$ cat config.mk
export PLATFORM = sky130hd
export DESIGN_NAME = exception_unit
export DESIGN_NICKNAME = d
export VERILOG_FILES = /design/src/rtl/excp_pkg.sv /design/src/rtl/excp_prio_enc.sv /design/src/rtl/exception_unit.sv
export SDC_FILE = /design/constraint.sdc
export NUM_CORES = 1
export LEC_CHECK = 0
export CAP_MARGIN = 20
export CELL_PAD_IN_SITES_DETAIL_PLACEMENT = 0
export CELL_PAD_IN_SITES_GLOBAL_PLACEMENT = 1
export CORE_MARGIN = 4
export CORE_UTILIZATION = 23
export DETAILED_ROUTE_END_ITERATION = 10
export PLACE_DENSITY = 0.95
export SLEW_MARGIN = 20
export SYNTH_ARGS = -nofsm -noshare
export SYNTH_HDL_FRONTEND = slang
export SYNTH_SLANG_ARGS = --single-unit
$ cat constraint.sdc
create_clock -name CLK -period 6.5 [get_ports CLK]
set_input_delay 0.975 -clock CLK [delete_from_list [all_inputs] [get_ports CLK]]
set_output_delay 0.975 -clock CLK [all_outputs]
set_load 0.01 [all_outputs]
$ cat src/rtl/excp_pkg.sv
// excp_pkg: exception codes, FSM states and default vectors
// shared by the exception unit and its priority encoder.
package excp_pkg;

  localparam logic [4:0] EXC_INT = 5'd0;
  localparam logic [4:0] EXC_IBE = 5'd6;
  localparam logic [4:0] EXC_DBE = 5'd7;
  localparam logic [4:0] EXC_SYS = 5'd8;
  localparam logic [4:0] EXC_BP  = 5'd9;
  localparam logic [4:0] EXC_RI  = 5'd10;
  localparam logic [4:0] EXC_CPU = 5'd11;
  localparam logic [4:0] EXC_OV  = 5'd12;

  localparam logic [31:0] DEF_RESET_VEC = 32'hBFC0_0000;
  localparam logic [31:0] DEF_EXC_VEC   = 32'hBFC0_0180;
  localparam int DEF_RESET_HOLD = 4;
  localparam int DEF_FLUSH_LEN  = 3;

  typedef enum logic [1:0] {
    S_RST,
    S_RUN,
    S_FLUSH
  } state_t;

endpackage

$ cat src/rtl/excp_prio_enc.sv
// excp_prio_enc: maps WB fault flags to {taken, ExcCode}
// using fixed priority, highest first.
module excp_prio_enc
  import excp_pkg::*;
(
  input  logic       ibe,
  input  logic       cpu,
  input  logic       ri,
  input  logic       sys,
  input  logic       brk,
  input  logic       ov,
  input  logic       dbe,
  input  logic       intr,
  output logic       taken,
  output logic [4:0] code
);

  // First matching flag wins
  always_comb begin
    taken = 1'b1;
    code  = EXC_INT;
    priority case (1'b1)
      ibe:  code = EXC_IBE;
      cpu:  code = EXC_CPU;
      ri:   code = EXC_RI;
      sys:  code = EXC_SYS;
      brk:  code = EXC_BP;
      ov:   code = EXC_OV;
      dbe:  code = EXC_DBE;
      intr: code = EXC_INT;
      default: begin
        taken = 1'b0;
        code  = EXC_INT;
      end
    endcase
  end

endmodule

$ cat src/rtl/exception_unit.sv
// exception_unit: exception/ERET decision, reset hold and flush window.
// Optional EXCP_STATS_EN adds a saturating exception counter.
module exception_unit
  import excp_pkg::*;
#(
  parameter logic [31:0] RESET_VEC = DEF_RESET_VEC,
  parameter logic [31:0] EXC_VEC = DEF_EXC_VEC,
  parameter int RESET_HOLD = DEF_RESET_HOLD,
  parameter int FLUSH_LEN = DEF_FLUSH_LEN
) (
  input  logic        CLK,
  input  logic        RESET_N,
  input  logic        IEN_WB,
  input  logic        ERET,
  input  logic        SYSCALL,
  input  logic        BREAK,
  input  logic        RI,
  input  logic        CpU,
  input  logic        OV,
  input  logic        IBE,
  input  logic        DBE,
  input  logic        INT_COUNTER,
  input  logic [31:0] PC_WB,
  input  logic        DELAY_SLOT,
  input  logic [31:0] EPC_Q,
  input  logic        INST_SUBST,
  output logic        RESET,
  output logic        E_ENTER,
  output logic        E_USE_VEC,
  output logic [31:0] VECTOR,
  output logic [31:0] EPC,
`ifdef EXCP_STATS_EN
  input  logic        EXC_COUNT_CLR,
  output logic [15:0] EXC_COUNT,
`endif
  output logic [4:0]  CAUSE
);

  localparam logic [3:0] RCNT_LAST = 4'(RESET_HOLD - 1);
  localparam logic [2:0] FCNT_LOAD = 3'(FLUSH_LEN - 1);

  state_t     state;
  state_t     state_nx;
  logic [3:0] rcnt;
  logic [3:0] rcnt_nx;
  logic [2:0] fcnt;
  logic [2:0] fcnt_nx;

  logic       eval;
  logic       f_taken;
  logic [4:0] f_code;
  logic       take;
  logic       eret_go;

  excp_prio_enc u_enc (
    .ibe   (IBE),
    .cpu   (CpU),
    .ri    (RI),
    .sys   (SYSCALL),
    .brk   (BREAK),
    .ov    (OV),
    .dbe   (DBE),
    .intr  (INT_COUNTER),
    .taken (f_taken),
    .code  (f_code)
  );

  assign eval    = (state == S_RUN) && IEN_WB && !INST_SUBST;
  assign take    = eval && f_taken;
  assign eret_go = eval && ERET && !f_taken;

  // State and counter registers
  always_ff @(posedge CLK or negedge RESET_N) begin
    if (!RESET_N) begin
      state <= S_RST;
      rcnt  <= 4'd0;
      fcnt  <= 3'd0;
    end else begin
      state <= state_nx;
      rcnt  <= rcnt_nx;
      fcnt  <= fcnt_nx;
    end
  end

  // Next state: hold count, redirect decision, flush countdown
  always_comb begin
    state_nx = state;
    rcnt_nx  = rcnt;
    fcnt_nx  = fcnt;
    case (state)
      S_RST: begin
        rcnt_nx = rcnt + 4'd1;
        if (rcnt == RCNT_LAST) begin
          state_nx = S_RUN;
          rcnt_nx  = 4'd0;
        end
      end
      S_RUN: begin
        if (take || eret_go) begin
          state_nx = S_FLUSH;
          fcnt_nx  = FCNT_LOAD;
        end
      end
      S_FLUSH: begin
        if (fcnt == 3'd0) begin
          state_nx = S_RUN;
        end else begin
          fcnt_nx = fcnt - 3'd1;
        end
      end
      default: begin
        state_nx = S_RST;
        rcnt_nx  = 4'd0;
        fcnt_nx  = 3'd0;
      end
    endcase
  end

  // Outputs toward CP0 and fetch
  always_comb begin
    RESET     = 1'b0;
    E_ENTER   = 1'b0;
    E_USE_VEC = 1'b0;
    VECTOR    = EXC_VEC;
    CAUSE     = 5'd0;
    EPC       = PC_WB;
    case (state)
      S_RUN: begin
        if (take) begin
          E_ENTER   = 1'b1;
          E_USE_VEC = 1'b1;
          CAUSE     = f_code;
          EPC       = DELAY_SLOT ? PC_WB - 32'd4 : PC_WB;
        end else if (eret_go) begin
          E_USE_VEC = 1'b1;
          VECTOR    = EPC_Q;
        end
      end
      S_FLUSH: begin
        E_USE_VEC = 1'b0;
      end
      default: begin
        RESET     = 1'b1;
        E_USE_VEC = 1'b1;
        VECTOR    = RESET_VEC;
        EPC       = 32'd0;
      end
    endcase
  end

`ifdef EXCP_STATS_EN
  // Saturating entry counter, clear beats increment
  always_ff @(posedge CLK or negedge RESET_N) begin
    if (!RESET_N) begin
      EXC_COUNT <= 16'd0;
    end else if (EXC_COUNT_CLR) begin
      EXC_COUNT <= 16'd0;
    end else if (E_ENTER && EXC_COUNT != 16'hFFFF) begin
      EXC_COUNT <= EXC_COUNT + 16'd1;
    end
  end
`endif

endmodule

==> results.yml, run 1 <==
sta:
  max_freq_mhz: 194
  finalSetupTns_ps: 0
  hold_viol_final: 0
  worst_slew_pin_slew_ps: 984
  layout_min_cycle_time_ps: 5150
  clock_skew_ps: 0.526
  setup_viol: 0
  holdWs_ps: 513
  period_share_pct: 79.3
  slew-limit-headroom_pct: 33.8
  grt_setup_unrepaired: "false"
  drv_slew: 0
cells_and_area:
  final_cell_mix: "clkdlybuf4s50_1 (148), nand2_1 (36), o21ai_0 (27)"
  final_common_cell: "clkdlybuf4s50_1"
  regArea_um2: 225
  design_area_um2: 3540
  n_fill_cell: 811
  multiInputGateArea_um2: 1570
  layout-drive-gt1-share_pct: 3.01
  synthToLayoutAreaGrowth_pct: 83.4
  final_nets: 520
  antenna_cells: 0
global_route:
  grt_pass1_wl_um: 13100
  grt_pass1_vias: 2590
  overflow: 0
  antenna_found_initial: 0
  grt_usage_pct: 15.7
  grt_start_max_net_pins: 26
detailed_routing:
  via_per_inst: 5.28
  drt.antenna.violating_nets: 0
  routed_wl_um: 8520
  remaining_drc_errors: 0
  first_pass_iters: 4
  vias: 2834
  routedWlPerCell_um: 15.9
  drt_iter0_drc: 162
clocking:
  post-cts-setup-buffers: 0
  cts_sinks: 9
  clockBufferDepth: 2
  ctsResizeCount: 0
  cts_buffers: 3
  cts_root_buffer: "clkbuf_8"
  clk_latency_ps: 230
  tritoncts: "yes"
  path_clk_slew_ps: 40
  htree_levels: 1
  holdBufCountCts: 0
synthesis:
  avgSynthCellArea_um2: 6.50
  ys_types: 44
  synth_area_leader_cell: "dfrtp_1"
  synthArstFlopShare_pct: 100
  ys.flop_type: "dfrtp_1"
  yosysSeqAreaShare_pct: 11.7
  synth_top_cell_area_share_pct: 11.7
  synth_edf_count: 0
  synth_nets: 384
  syn_inst: 297
  netlist_top_cells_area: "dfrtp_1 (12%), and2_1 (8.4%), nand2_1 (7.0%)"
  synth_seq_cells: 9
  synth-warning-count: 0
  syn-cell-area_um2: 1930
pwr:
  finalPower_w: 0.000982
  p_per_area_nw_per_um2: 277
  intPower_w: 0.000528
  vdd_drop_max_uv: 119
  leakagePower_nw: 1.35
  swShare_pct: 46.2
  combPwrFrac_pct: 84.8
  pwr-share-seq_pct: 8.8
  power_switching_w: 0.000453
  pwr-share-clk_pct: 6.4
setup_path:
  crit_buf_inv: 2
  crit_required_ps: 5520
  worst_setup_path_start_kind: "input pin"
  cp_data_arrival_time_ps: 4180
  slowest_delay_ps: 750
  critPathTopFamily: "simple AND/OR/NAND/NOR gates"
  cp_max_fo: 21
  setup.worst_path.end_class: "primary output"
  worstSetupPathType: "input pin to primary output"
  path_cells: "clkdlybuf4s50_1 -> nand3b_1 -> a211oi_4 -> nand3_1 -> or4_1 -> nand3_1 -> clkdlybuf4s50_1"
  slowest_stage: "a211oi_4"
place:
  gp_congestion: 0.822
  portBuffers: 148
  place_area_um2: 3480
  hpwl_um: 6870
floorplan:
  die_w_um: 99.7
  die_h_um: 99.7
  start_util_pct: 23.6
  pin_count: 150
  die_area_um2: 9930
  core.rowCount: 33
  coreArea_um2: 8180
job:
  maxCapViolCount: 0
hold_path:
  hp-class: "flop to flop"
status:
  outcome: "completed"
[worst reg2reg max path, stage by stage, from the launching register on]
cell      delay (ps)
dfrtp_1          400
inv_1            120
ha_1             150
buf_4            200
and3b_1          240
a21oi_1          180
a311oi_1         500
mux2_2           390
[cell usage after synthesis, types with 7 or more instances]
master and n:
nand2_1 36, o21ai_0 27, and2_1 26, inv_1 17, nor2_1 17, clkbuf_1 16, nand3_1 16, a21oi_1 12
a21o_1 10, nor3_1 10, a31oi_1 9, dfrtp_1 9, ha_1 9, nor4_1 9, o211ai_1 8, o311ai_0 7
or3_1 7
[power by group through the flow]
stage               logic (W)  registers [W]  clock network (W)
global route         0.000909      0.0000882          0.0000679
detailed placement   0.000837      0.0000865                  0
finish               0.000833      0.0000860          0.0000628
CTS                  0.000842      0.0000856          0.0000647
global placement     0.000826      0.0000852                  0
floorplan            0.000410      0.0000837                  0
[registers in the layout, summed over array words and instances, names as in the netlist]
name / flops
rcnt: 4
state: 2
fcnt: 3
[area by class of cell]
type | count | area share [%]
Timing Repair Buffer | 151 | 42.4
Sequential cell | 9 | 6.36
Multi-Input combinational cell | 251 | 44.4
Clock buffer | 4 | 1.27
Tap cell | 105 | 3.71
Inverter | 17 | 1.80
[logic make-up after synthesis]
family	synth area share [%]
flip-flops	11.7
other	0.194
buffers and inverters	7.51
AO/OA/AOI/OAI	32.6
multiplexers	1.17
adder cells (fa/ha/maj)	5.83
AND/OR/NAND/NOR	41.1
[per-layer routing]
metal | global-route usage (%) | part of all wire (%) | vias up
met4 | 1.68 | 0.75 | 0
met5 | 0 | 0 | -
met2 | 27.9 | 51 | 107
met3 | 2.73 | 5.7 | 8
li1 | - | - | 1381
met1 | 20.4 | 42 | 1338
[worst paths after layout]
| kind | from | endpoint | slack, ps | depth (start not counted) |
|---|---|---|---|---|
| max | INST_SUBST | EPC[22] | 1350 | 7 |
| max in group asynchronous | RESET_N | fcnt[2]$_DFFE_PN0P_ | 5190 | 1 |
| min in group asynchronous | RESET_N | rcnt[1]$_DFFE_PN0P_ | 1040 | 1 |
| max reg2reg | state[1]$_DFFE_PN0P_ | fcnt[1]$_DFFE_PN0P_ | 4200 | 7 |
| min | fcnt[1]$_DFFE_PN0P_ | fcnt[1]$_DFFE_PN0P_ | 510 | 1 |
| min reg2reg | fcnt[1]$_DFFE_PN0P_ | fcnt[1]$_DFFE_PN0P_ | 510 | 1 |
[metrics by stage]
stage	instances	util (%)	setup slack, ps
global route	537	43.3	1220
CTS	536	43.2	1070
finish	537	43.3	1350
detailed placement	532	42.6	1070
floorplan	297	-	2730
global placement	532	42.6	1140
Note: power is estimated with default switching activity, not from simulation.
==> run 2: changes to the inputs <==
--- a/config.mk
+++ b/config.mk
@@ -9,9 +9,9 @@
 export CELL_PAD_IN_SITES_DETAIL_PLACEMENT = 0
 export CELL_PAD_IN_SITES_GLOBAL_PLACEMENT = 1
 export CORE_MARGIN = 4
-export CORE_UTILIZATION = 23
+export CORE_UTILIZATION = 19
 export DETAILED_ROUTE_END_ITERATION = 10
-export PLACE_DENSITY = 0.95
+export PLACE_DENSITY = 0.85
 export SLEW_MARGIN = 20
 export SYNTH_ARGS = -nofsm -noshare
 export SYNTH_HDL_FRONTEND = slang
==> constraint.sdc (replaced) <==
create_clock -name CLK -period 4.4 [get_ports CLK]
set_input_delay 0.66 -clock CLK [delete_from_list [all_inputs] [get_ports CLK]]
set_output_delay 0.66 -clock CLK [all_outputs]
set_load 0.01 [all_outputs]
==> run 2 against run 1 <==
Net effect:
- total power increased by 51%
- via count grew 0.46%
- core utilization is 6.1 points lower
- die area increased by 19%
- non-clock buffer count is 11 higher
- global-route usage shrank 2.0 points
- cell area increased by 3.1%
- setup slack got worse by 1100 ps
- sequential share of layout area decreased by 0.19 points
==> results.yml, run 2 (synthesis results as in run 1) <==
status:
  outcome: "completed"
detailed_routing:
  first_pass_iters: 4
  vias: 2847
  remaining_drc_errors: 0
  routedWlPerCell_um: 15.5
  drt.antenna.violating_nets: 0
  drt_iter0_drc: 210
  routed_wl_um: 8900
  via_per_inst: 4.94
floorplan:
  core.rowCount: 36
  start_util_pct: 19.7
  die_w_um: 109
  die_h_um: 109
  die_area_um2: 11800
  pin_count: 150
  coreArea_um2: 9820
place:
  portBuffers: 148
  dp.cells: 572
  hpwl_um: 7160
  gp_congestion: 0.802
sta:
  hold_viol_final: 0
  slew-limit-headroom_pct: 46.7
  finalSetupTns_ps: 0
  layout_min_cycle_time_ps: 4170
  drv_slew: 0
  period_share_pct: 94.8
  worst_slew_pin_slew_ps: 800
  max_freq_mhz: 240
  clock_skew_ps: 1.16
  grt_setup_unrepaired: "false"
  setup_viol: 0
pwr:
  leakagePower_nw: 1.40
  intPower_w: 0.000798
  vdd_drop_max_uv: 184
  p_per_area_nw_per_um2: 407
  combPwrFrac_pct: 85.0
  swShare_pct: 46.3
  pwr-share-clk_pct: 6.4
  pwr-share-seq_pct: 8.6
  power_switching_w: 0.000688
cells_and_area:
  final_cells: 576
  final_cell_mix: "clkdlybuf4s50_1 (148), nand2_1 (36), o21ai_0 (27)"
  regMostFlops: "rcnt"
  layout-drive-gt1-share_pct: 5.42
  largest_reg_flops: 4
  reg_top3: "rcnt: 4 flops, fcnt: 3 flops, state: 2 flops"
  antenna_cells: 0
  final_nets: 531
  final_common_cell: "clkdlybuf4s50_1"
  synthToLayoutAreaGrowth_pct: 89.1
global_route:
  overflow: 0
  grt_start_max_net_pins: 24
  grt_usage_pct: 13.7
  grt_pass1_wl_um: 13400
  antenna_found_initial: 0
  grt_pass1_vias: 2628
setup_path:
  crit_required_ps: 3740
  setup.worst_path.end_class: "primary output"
  crit_path_frequent_cell: "clkdlybuf4s50_1"
  cp_max_fo: 7
  worstRegToRegCells: 8
  worst_setup_path_start_kind: "input pin"
  worstSetupPathType: "input pin to primary output"
  path_cells: "clkdlybuf4s50_1 -> or4_1 -> nand4bb_4 -> or4b_4 -> o31ai_1 -> clkdlybuf4s50_1"
  cp_data_arrival_time_ps: 3510
  slowest_stage: "or4_1"
  slowest_delay_ps: 640
hold_path:
  whs_path_depth: 1
  hp-class: "flop to flop"
clocking:
  cts_buffers: 3
  htree_levels: 1
  tritoncts: "yes"
  holdBufCountCts: 0
  cts_sinks: 9
  post-cts-setup-buffers: 0
  clockBufferDepth: 2
  cts_root_buffer: "clkbuf_8"
  path_clk_slew_ps: 40
  clk_latency_ps: 230
  ctsResizeCount: 0
job:
  maxCapViolCount: 0
run 2: cell types whose count changed in the layout (fill, tap and decap cells not counted), sizes merged:
cell / delta
buf: +11
run 2: per-layer routing:
layer  routed length, um  global-route usage (%)  up-vias
met5                   0                       0        -
met4                 114                    2.34        0
met3                 560                    1.54        8
met2                4390                    23.8      101
met1                3830                    18.5     1329
li1                    -                       -     1409
run 2: stage by stage:
step	total power, W	hold slack, ps	setup slack [ps]	cell area, um2	util [%]
after global placement	0.00138	494	306	3610	36.7
final	0.00149	512	228	3650	37.2
after global routing	0.00161	541	12.1	3650	37.2
after detailed placement	0.00139	508	215	3610	36.7
after CTS	0.00150	518	220	3650	37.2
after floorplan	0.000730	364	1260	1930	-
run 2: final timing paths:
kind	endpoint	from	slack, ps
max in group asynchronous	state[1]$_DFFE_PN0P_	RESET_N	3380
min in group asynchronous	rcnt[2]$_DFFE_PN0P_	RESET_N	730
worst min-delay path	fcnt[1]$_DFFE_PN0P_	fcnt[1]$_DFFE_PN0P_	510
worst max-delay path	EPC[30]	PC_WB[16]	230
worst min register to register	fcnt[1]$_DFFE_PN0P_	fcnt[1]$_DFFE_PN0P_	510
worst max register to register	fcnt[1]$_DFFE_PN0P_	state[1]$_DFFE_PN0P_	2060
run 2: layout make-up:
class	instances	area, um2
flip-flops and latches	9	225
repair buffers	162	1590
inverters	17	63.8
well taps	133	166
fillers	1029	6170
clock buffers	4	45.0
multi-input cells	251	1570
run 2: worst max-delay path, delay by kind of cell:
family / cells / cell delay [ps]
and+or+nand+nor: 3 / 1470
AOI/OAI and AO/OA: 1 / 280
buffers and inverters: 2 / 1100
run 2: power groups by stage:
| stage | combinational [W] | sequential [W] | clock (W) |
|---|---|---|---|
| floorplan | 0.000606 | 0.000124 | 0 |
| global placement | 0.00125 | 0.000126 | 0 |
| detailed placement | 0.00127 | 0.000129 | 0 |
| CTS | 0.00127 | 0.000128 | 0.0000971 |
| global route | 0.00137 | 0.000131 | 0.000102 |
| finish | 0.00126 | 0.000128 | 0.0000946 |
==> run 3: changes to the inputs <==
--- a/config.mk
+++ b/config.mk
@@ -8,11 +8,11 @@
 export CAP_MARGIN = 20
 export CELL_PAD_IN_SITES_DETAIL_PLACEMENT = 0
 export CELL_PAD_IN_SITES_GLOBAL_PLACEMENT = 1
-export CORE_MARGIN = 4
-export CORE_UTILIZATION = 19
+export CORE_MARGIN = 1.5
+export CORE_UTILIZATION = 23
 export DETAILED_ROUTE_END_ITERATION = 10
-export PLACE_DENSITY = 0.85
-export SLEW_MARGIN = 20
+export PLACE_DENSITY = 0.95
+export SLEW_MARGIN = 10
 export SYNTH_ARGS = -nofsm -noshare
 export SYNTH_HDL_FRONTEND = slang
 export SYNTH_SLANG_ARGS = --single-unit
==> constraint.sdc (replaced) <==
create_clock -name CLK -period 5.25 [get_ports CLK]
set_input_delay 0.7875 -clock CLK [delete_from_list [all_inputs] [get_ports CLK]]
set_output_delay 0.7875 -clock CLK [all_outputs]
set_load 0.01 [all_outputs]
==> run 3 against run 2 <==
Net effect:
- sequential share of layout area rose by 0.15 points
- flip-flop and latch count unchanged
- first-iteration DRC count shrank 25%
- highest routed layer unchanged
- critical endpoint is now EPC[31]
- core utilization increased by 6.4 points
- via count decreased by 2.0%
==> results.yml, run 3 (synthesis results as in run 1) <==
sta:
  max_freq_mhz: 224
  holdWs_ps: 504
  layout_min_cycle_time_ps: 4470
  hold_viol_final: 0
  grt_setup_unrepaired: "false"
  period_share_pct: 85.1
  clock_skew_ps: 1.01
  drv_slew: 0
  worst_slew_pin_slew_ps: 896
  setup_viol: 0
  finalSetupTns_ps: 0
  slew-limit-headroom_pct: 40.3
job:
  maxCapViolCount: 0
global_route:
  grt_pass1_wl_um: 12200
  grt_usage_pct: 16.9
  overflow: 0
  grt_pass1_vias: 2446
  grt_start_max_net_pins: 26
  antenna_found_initial: 0
status:
  outcome: "completed"
detailed_routing:
  vias: 2789
  first_pass_iters: 4
  drt.antenna.violating_nets: 0
  drt_iter0_drc: 157
  remaining_drc_errors: 0
  routed_wl_um: 8130
  routedWlPerCell_um: 15.0
  via_per_inst: 5.16
floorplan:
  die_area_um2: 8960
  core.rowCount: 33
  die_h_um: 94.7
  coreArea_um2: 8180
  die_w_um: 94.7
  start_util_pct: 23.6
  pin_count: 150
setup_path:
  cp_max_fo: 8
  worst_setup_path_start_kind: "input pin"
  cp_data_arrival_time_ps: 3680
  worstSetupPathType: "input pin to primary output"
  setup.worst_path.end_class: "primary output"
  crit_required_ps: 4460
clocking:
  tritoncts: "yes"
  htree_levels: 1
  clk_latency_ps: 230
  cts_buffers: 3
  holdBufCountCts: 0
  cts_root_buffer: "clkbuf_8"
  path_clk_slew_ps: 40
  clockBufferDepth: 2
  post-cts-setup-buffers: 0
  cts_sinks: 9
  ctsResizeCount: 0
cells_and_area:
  layout-drive-gt1-share_pct: 3.90
  regMostFlops: "rcnt"
  utilization_pct: 43.6
  largest_reg_flops: 4
  antenna_cells: 0
  final_common_cell: "clkdlybuf4s50_1"
  synthToLayoutAreaGrowth_pct: 84.6
  final_cell_mix: "clkdlybuf4s50_1 (148), nand2_1 (36), o21ai_0 (27)"
  final_nets: 524
  reg_top3: "rcnt: 4 flops, fcnt: 3 flops, state: 2 flops"
place:
  portBuffers: 148
  hpwl_um: 6510
  gp_congestion: 0.825
pwr:
  p_per_area_nw_per_um2: 340
  leakagePower_nw: 1.37
  finalPower_w: 0.00121
  vdd_drop_max_uv: 128
hold_path:
  hp-class: "flop to flop"
==> run 3: power breakdown <==
group	internal, W	switching (W)
clock network	0.0000529	0.0000274
logic	0.000513	0.000512
registers	0.0000898	0.0000163
total	0.000656	0.000556
==> run 3: worst max-delay path, stage by stage <==
cell	delay [ps]
clkdlybuf4s50_1	500
or4_1	670
nand4bb_4	300
or4b_4	560
o311ai_2	260
nand3_1	110
clkdlybuf4s50_1	490
==> run 3: final cells by class <==
class | count | area, um2
inverters | 17 | 63.8
flip-flops and latches | 9 | 225
fillers | 814 | 4610
multi-input cells | 251 | 1570
clock buffers | 4 | 45.0
well taps | 105 | 131
repair buffers | 155 | 1530
==> run 3: worst paths after layout <==
path / start / to / slack [ps] / cells after the start
worst min register to register: fcnt[1]$_DFFE_PN0P_ / fcnt[1]$_DFFE_PN0P_ / 500 / 1
max in group asynchronous: RESET_N / fcnt[0]$_DFFE_PN0P_ / 4100 / 1
worst max-delay path: PC_WB[16] / EPC[31] / 780 / 7
worst min-delay path: fcnt[1]$_DFFE_PN0P_ / fcnt[1]$_DFFE_PN0P_ / 500 / 1
worst max register to register: state[1]$_DFFE_PN0P_ / fcnt[0]$_DFFE_PN0P_ / 2930 / 7
min in group asynchronous: RESET_N / rcnt[1]$_DFFE_PN0P_ / 860 / 1
==> run 3: routing by layer <==
| metal | GRT usage (%) | vias to the layer above | routed length [um] |
|---|---|---|---|
| li1 | - | 1395 | - |
| met4 | 2.61 | 0 | 36 |
| met3 | 1.93 | 5 | 478 |
| met5 | 0 | - | 0 |
| met2 | 28.2 | 96 | 4050 |
| met1 | 23.5 | 1293 | 3570 |
==> run 3: per-stage QoR <==
stage | instances | area [um2] | setup slack [ps]
2_1_floorplan | 297 | 1930 | 1850
3_3_place_gp | 537 | 3520 | 833
3_5_place_dp | 537 | 3520 | 789
4_1_cts | 541 | 3570 | 781
5_1_grt | 541 | 3570 | 667
6_report | 541 | 3570 | 785
==> patch 1: new RTL, settings of run 3 <==
The option `EXCP_STATS_EN` is turned on by a define.
--- a/src/rtl/exception_unit.sv
+++ b/src/rtl/exception_unit.sv
@@ -1,4 +1,6 @@
 // exception_unit: exception/ERET decision, reset hold and flush window.
 // Optional EXCP_STATS_EN adds a saturating exception counter.
+`define EXCP_STATS_EN
+
 module exception_unit
   import excp_pkg::*;
Interface: changed (added EXC_COUNT and EXC_COUNT_CLR); port bits go from 150 to 167. No check against the original RTL was run, so the function may have changed too.
==> patch 1 against run 3 <==
Register-to-register slack lost 130 ps. Sequential cell count rose by 16. Sequential share of layout area is 6.8 points higher. Synthesized area grew 47%. Wire length is 43% higher. Power is 35% higher. Design area grew 33%. Maximum frequency is 4.6% lower. Worst setup slack worse by 220 ps. Largest power group unchanged. Highest routed layer unchanged.
==> patch 1: results (changes against run 3) <==
Outcome
The flow ran to the end, and the final reports show no timing, DRC or antenna violations.

Global route
The number of global-route vias before repair is 3,383 (+38%). The number of antenna violations at the first check in global routing is 0 (unchanged). The pin count of the biggest net entering global routing came to 26 (unchanged). The aggregate global-route resource usage is 16.59% (-0.27 points).

The first-pass GRT wire length is 17,590 um (+45%).

Timing
The achievable frequency came to 213.6 MHz (-4.6%). The remaining max-slew budget at the tightest pin came to 29.84% (-10 points). The final clock skew came to 2.836 ps (+1.826 ps).

Synthesis
The number of warnings reported in the yosys synthesis log is 0 (unchanged). The sequential element share of the synthesized area is 21.99% (+10 points). The dominant register cell in the synthesized netlist is dfrtp_1.

The number of unique standard cell types used by synthesis is 62 (+41%). Yosys attributes the largest share of cell area to dfrtp_1, o21ai_0, nand2_1, nor2_1, and2_1. The fraction of registers with async set/reset is 100.0% (unchanged). The commonest cells after synthesis are nand2_1, nor2_1, o21ai_0, dfrtp_1. The total nets after synthesis is 489 (+27%).

Finish
The fraction of layout cells with a size suffix above 1 is 5.755% (+1.9 points). The number of diodes added for antenna fixing came to 0 (unchanged). The post-layout net count is 646 (+23%). The largest registers in the layout are EXC_COUNT: 16 flops, rcnt: 4 flops, fcnt: 3 flops. The number of fill cells was 1,224 (+50%).

Critical path
Among cell families on the critical path, the largest total delay comes from simple AND/OR/NAND/NOR gates. The largest stage delay on the critical path is 710 ps (+40 ps). The maximum fanout along the worst path is 8 (unchanged).

The reg-to-reg startpoint is state[0]. The register-to-register setup slack is 2800 ps (-130 ps). The worst-case reg-to-reg path depth is 7 (unchanged). The slowest stage cell on the critical path is or4_1. In this run the worst setup path begins at PC_WB[9].

The most critical setup path has its endpoint at EPC[16]. In this run the critical register-to-register path is captured at fcnt[0]. The signal arrival time at the worst endpoint is 3890 ps (+210 ps).

Clocking
The clock-pin transition on the worst setup and hold timing paths is 60 ps (+20 ps). The insertion delay of the later-clocked pin in the worst-skew pair is 260 ps (+30 ps). The largest buffer count on any clock path is 2 (unchanged). The tree is rooted in a clkbuf_16.

The number of post-CTS setup repair buffers is 0 (unchanged). The H-tree depth is 1 (unchanged). The clock buffer count from CTS is 3 (unchanged). The number of resized instances in the post-cts repair step came to 0 (unchanged).

Place
The worst slack after detailed placement is 623.8 ps (-165.1 ps). The final weighted congestion in routability-driven placement is 0.8591 (+4.1%). The number of buffer cells added on primary ports was 165 (+11%). The detailed placer's ending HPWL came to 9071 um (+39%).

Min path
The min-delay analysis places its worst path in the category input port to async pin.

Power and ir drop
The worst voltage drop across the vdd grid is 161.4 uV (+26%). The standby leakage power is 0.001721 uW (+26%).

Detailed routing
The via count came to 3,654 (+31%). The average routed wire per standard cell is 16.02 um (+6.6%). The first-iteration detailed-routing DRC count was 297 (+89%). The number of DRC violations after detailed routing came to 0 (unchanged). The number of iterations in the first detailed-routing pass came to 4 (unchanged).
-- patch 1: changes by cell type in the layout (fill, tap and decap cells not counted), moves of 7 or more --
cell             before  now
xnor2_1               0   15
nor2_1               17   39
clkdlybuf4s50_1     148  164
dfrtp_1               9   25
nor4_1                9   16
o21ai_0              27   39
nand2_1              36   46
-- patch 1: worst min path at each step --
stage	to	slack, ps	cells past startpoint
3_5_place_dp	rcnt[1]	510	2
6_report	EXC_COUNT[12]	520	1
2_1_floorplan	rcnt[2]	480	2
4_1_cts	rcnt[1]	530	2
5_1_grt	rcnt[1]	550	2
3_3_place_gp	rcnt[2]	490	2
-- patch 1: cell families (layout without fill, tap and decap cells) --
kind of cell / after synthesis / after routing / synth area share [%]
simple gates: 210 / 210 / 39.36
fa+ha+maj: 10 / 10 / 4.398
other cells: 1 / 1 / 0.1318
flops: 25 / 25 / 21.99
xor+xnor: 15 / 15 / 4.618
compound gates: 98 / 98 / 23.31
mux: 2 / 2 / 0.7476
buf+inv: 39 / 195 / 5.453
-- patch 1: area by class of cell --
type | count | area (um2) | share of cell area, %
multi-input cells | 336 | 2064 | 43.39
repair buffers | 174 | 1714 | 36.02
flip-flops and latches | 25 | 625.6 | 13.15
well taps | 168 | 210.2 | 4.418
clock buffers | 3 | 75.07 | 1.578
inverters | 17 | 63.81 | 1.341
clock inverters | 1 | 5.005 | 0.1052
-- patch 1: power breakdown --
group          switching (uW)  internal, uW  total, uW
Clock                    64.7           103        167
Sequential               20.5           215        235
Combinational             660           575       1240
Total                     745           893       1640
-- patch 1: routing by layer --
layer / part of all wire, % / vias to the layer above / GRT usage (%)
met5: 0 / - / 0
met4: 1.0 / 0 / 3.583
met3: 3.6 / 10 / 1.482
met2: 49 / 97 / 28.55
met1: 46 / 1765 / 22.63
li1: - / 1782 / -
-- patch 1: worst register-to-register path, delay by kind of cell, from the launching register on --
family / cells / cell delay, ps
adder cells (fa/ha/maj): 1 / 410
AND/OR/NAND/NOR: 2 / 960
flip-flops: 1 / 420
AO/OA/AOI/OAI: 1 / 140
buffers and inverters: 3 / 440
-- patch 1: through the flow --
stage          util (%)  cells  cell area, um2  hold slack (ps)
2_1_floorplan         -    400            2845            475.7
3_3_place_gp      38.83    720            4683            494.8
3_5_place_dp      38.83    720            4683            508.2
4_1_cts           39.49    724            4763            527.9
5_1_grt           39.45    724            4758            548.9
6_report          39.45    724            4758            517.7
==> patch 2: new RTL, flow settings as in run 3 <==
Made on the original files. Add an input register stage for `PC_WB`; this delays it by one clock. The other inputs are not delayed to match.
--- a/src/rtl/exception_unit.sv
+++ b/src/rtl/exception_unit.sv
@@ -39,4 +39,10 @@
   localparam logic [3:0] RCNT_LAST = 4'(RESET_HOLD - 1);
   localparam logic [2:0] FCNT_LOAD = 3'(FLUSH_LEN - 1);
+
+  logic [31:0] PC_WB_q;
+
+  always_ff @(posedge CLK) begin
+    PC_WB_q <= PC_WB;
+  end
 
   state_t     state;
@@ -124,5 +130,5 @@
     VECTOR    = EXC_VEC;
     CAUSE     = 5'd0;
-    EPC       = PC_WB;
+    EPC       = PC_WB_q;
     case (state)
       S_RUN: begin
@@ -131,5 +137,5 @@
           E_USE_VEC = 1'b1;
           CAUSE     = f_code;
-          EPC       = DELAY_SLOT ? PC_WB - 32'd4 : PC_WB;
+          EPC       = DELAY_SLOT ? PC_WB_q - 32'd4 : PC_WB_q;
         end else if (eret_go) begin
           E_USE_VEC = 1'b1;
Check against the original RTL: not equivalent (Yosys sat finds a counterexample within 10 cycles, from zero or initial values and one cycle with RESET_N low).
==> patch 2 against run 3 <==
Critical path depth rose by 1. Clock power rose to 2.6 times the old value. Non-clock buffer count shrank 4. Wire length rose by 4.0%. Worst setup slack got worse by 53 ps. Design area grew 18%. Critical endpoint is now EPC[26]. Synthesized area grew 31%. Sequential cell count is 32 higher. Synthesized cell count rose by 3.4%. Die area rose by 30%. Power grew 37%.
==> patch 2: results (changes against run 3) <==
Synthesis
The number of synthesized register bits came to 41 (+32). The number of unique standard cell types used by synthesis is 53 (+20%). The fraction of registers with async set/reset came to 21.95% (-78 points). The total nets after synthesis is 393 (+2.3%). In the post-synthesis netlist, the biggest area contributors are dfxtp_1, dfrtp_1, and2_1, o21ai_0, o311ai_0. The sequential element share of the synthesized area is 34.21% (+23 points). The synthesized area per cell came to 8.245 um2 (+27%). The commonest cells after synthesis are dfxtp_1, nand2_1, o21ai_0, and2_1, clkbuf_1.

Place
The detailed placer's ending HPWL is 6471 um (-0.58%). The final weighted congestion in routability-driven placement is 0.7652 (-7.2%). The total placed cells including tap cells is 579 (+7.8%).

Timing
The final clock skew was 2.819 ps (+1.810 ps). The worst hold slack is 525.2 ps (+20.73 ps). The worst-margin pin slew was 949.7 ps (+53.54 ps).

Detailed routing
The first-iteration detailed-routing DRC count came to 100 (-36%). The average routed wire per standard cell was 14.41 um (-4.1%).

Clocking
The H-tree depth was 2 (+1). The clock buffer count from CTS was 5 (+2). The insertion delay of the later-clocked pin in the worst-skew pair is 290 ps (+60 ps).

The clock-pin transition on the worst setup and hold timing paths is 80 ps (+40 ps).

Power and ir drop
The net switching share of the total power is 40.28% (-5.6 points). The fraction of power consumed by the clock network was 12.5% (+5.9 points). The standby leakage power is 0.001557 uW (+14%).

The clock network power came to 207 uW (+160%). The worst voltage drop across the vdd grid is 215.6 uV (+68%).

Finish
The number of fill cells is 1,078 (+32%). The multi-input logic portion of the cell area was 36.59% (-7.3 points). The number of non-clock inverters in the layout is 10 (-7). The count of non-filler cells in the finished layout is 587 (+8.5%). The register bank with the most flops is PC_WB_q. The sequential cell area in the final layout is 865.8 um2 (+280%). The count of multi-input combinational gates is 237 (-5.6%). The share of final layout cell area taken by non-clock buffers is 35.73% (-7.3 points).

Global route
The pin count of the biggest net entering global routing came to 27 (+3.8%). The number of global-route vias before repair is 2,836 (+16%). The first-pass GRT wire length is 13,020 um (+7.0%).

Outcome
The run finished with clean final reports.

Critical path
For this design, the slowest cell found on the critical path is ha_1. The register-to-register setup slack came to 2780 ps (-150 ps). Following the worst setup path forward leads to its endpoint at EPC[26]. The signal arrival time at the worst endpoint is 3730 ps (+50 ps). The maximum fanout along the worst path is 18 (+10). In this run the critical register-to-register path is captured at fcnt[2].
-- patch 2: metal layers --
metal / track usage (%) / vias to the layer above / share of wire, %
li1: - / 1438 / -
met1: 16.12 / 1324 / 41
met2: 24.89 / 111 / 51
met3: 3.390 / 8 / 6.9
met4: 4.229 / 0 / 1.1
met5: 0 / - / 0
-- patch 2: cells by family (layout without fill, tap and decap cells) --
logic type / Yosys count / count (layout) / share of synthesized area (%)
and+or+nand+nor: 128 / 128 / 29.26
AOI/OAI and AO/OA: 97 / 97 / 26.20
DFF: 41 / 41 / 34.21
buffers and inverters: 29 / 169 / 4.943
adders and majority gates: 8 / 8 / 3.955
muxes: 3 / 3 / 1.285
other: 1 / 1 / 0.1482
-- patch 2: per-stage QoR --
| step | cell area, um2 | worst slack, ps |
|---|---|---|
| global route | 4209 | 436.2 |
| finish | 4209 | 732.2 |
| CTS | 4209 | 710.5 |
| global placement | 4123 | 853.1 |
| detailed placement | 4123 | 810.2 |
| floorplan | 2531 | 2060 |
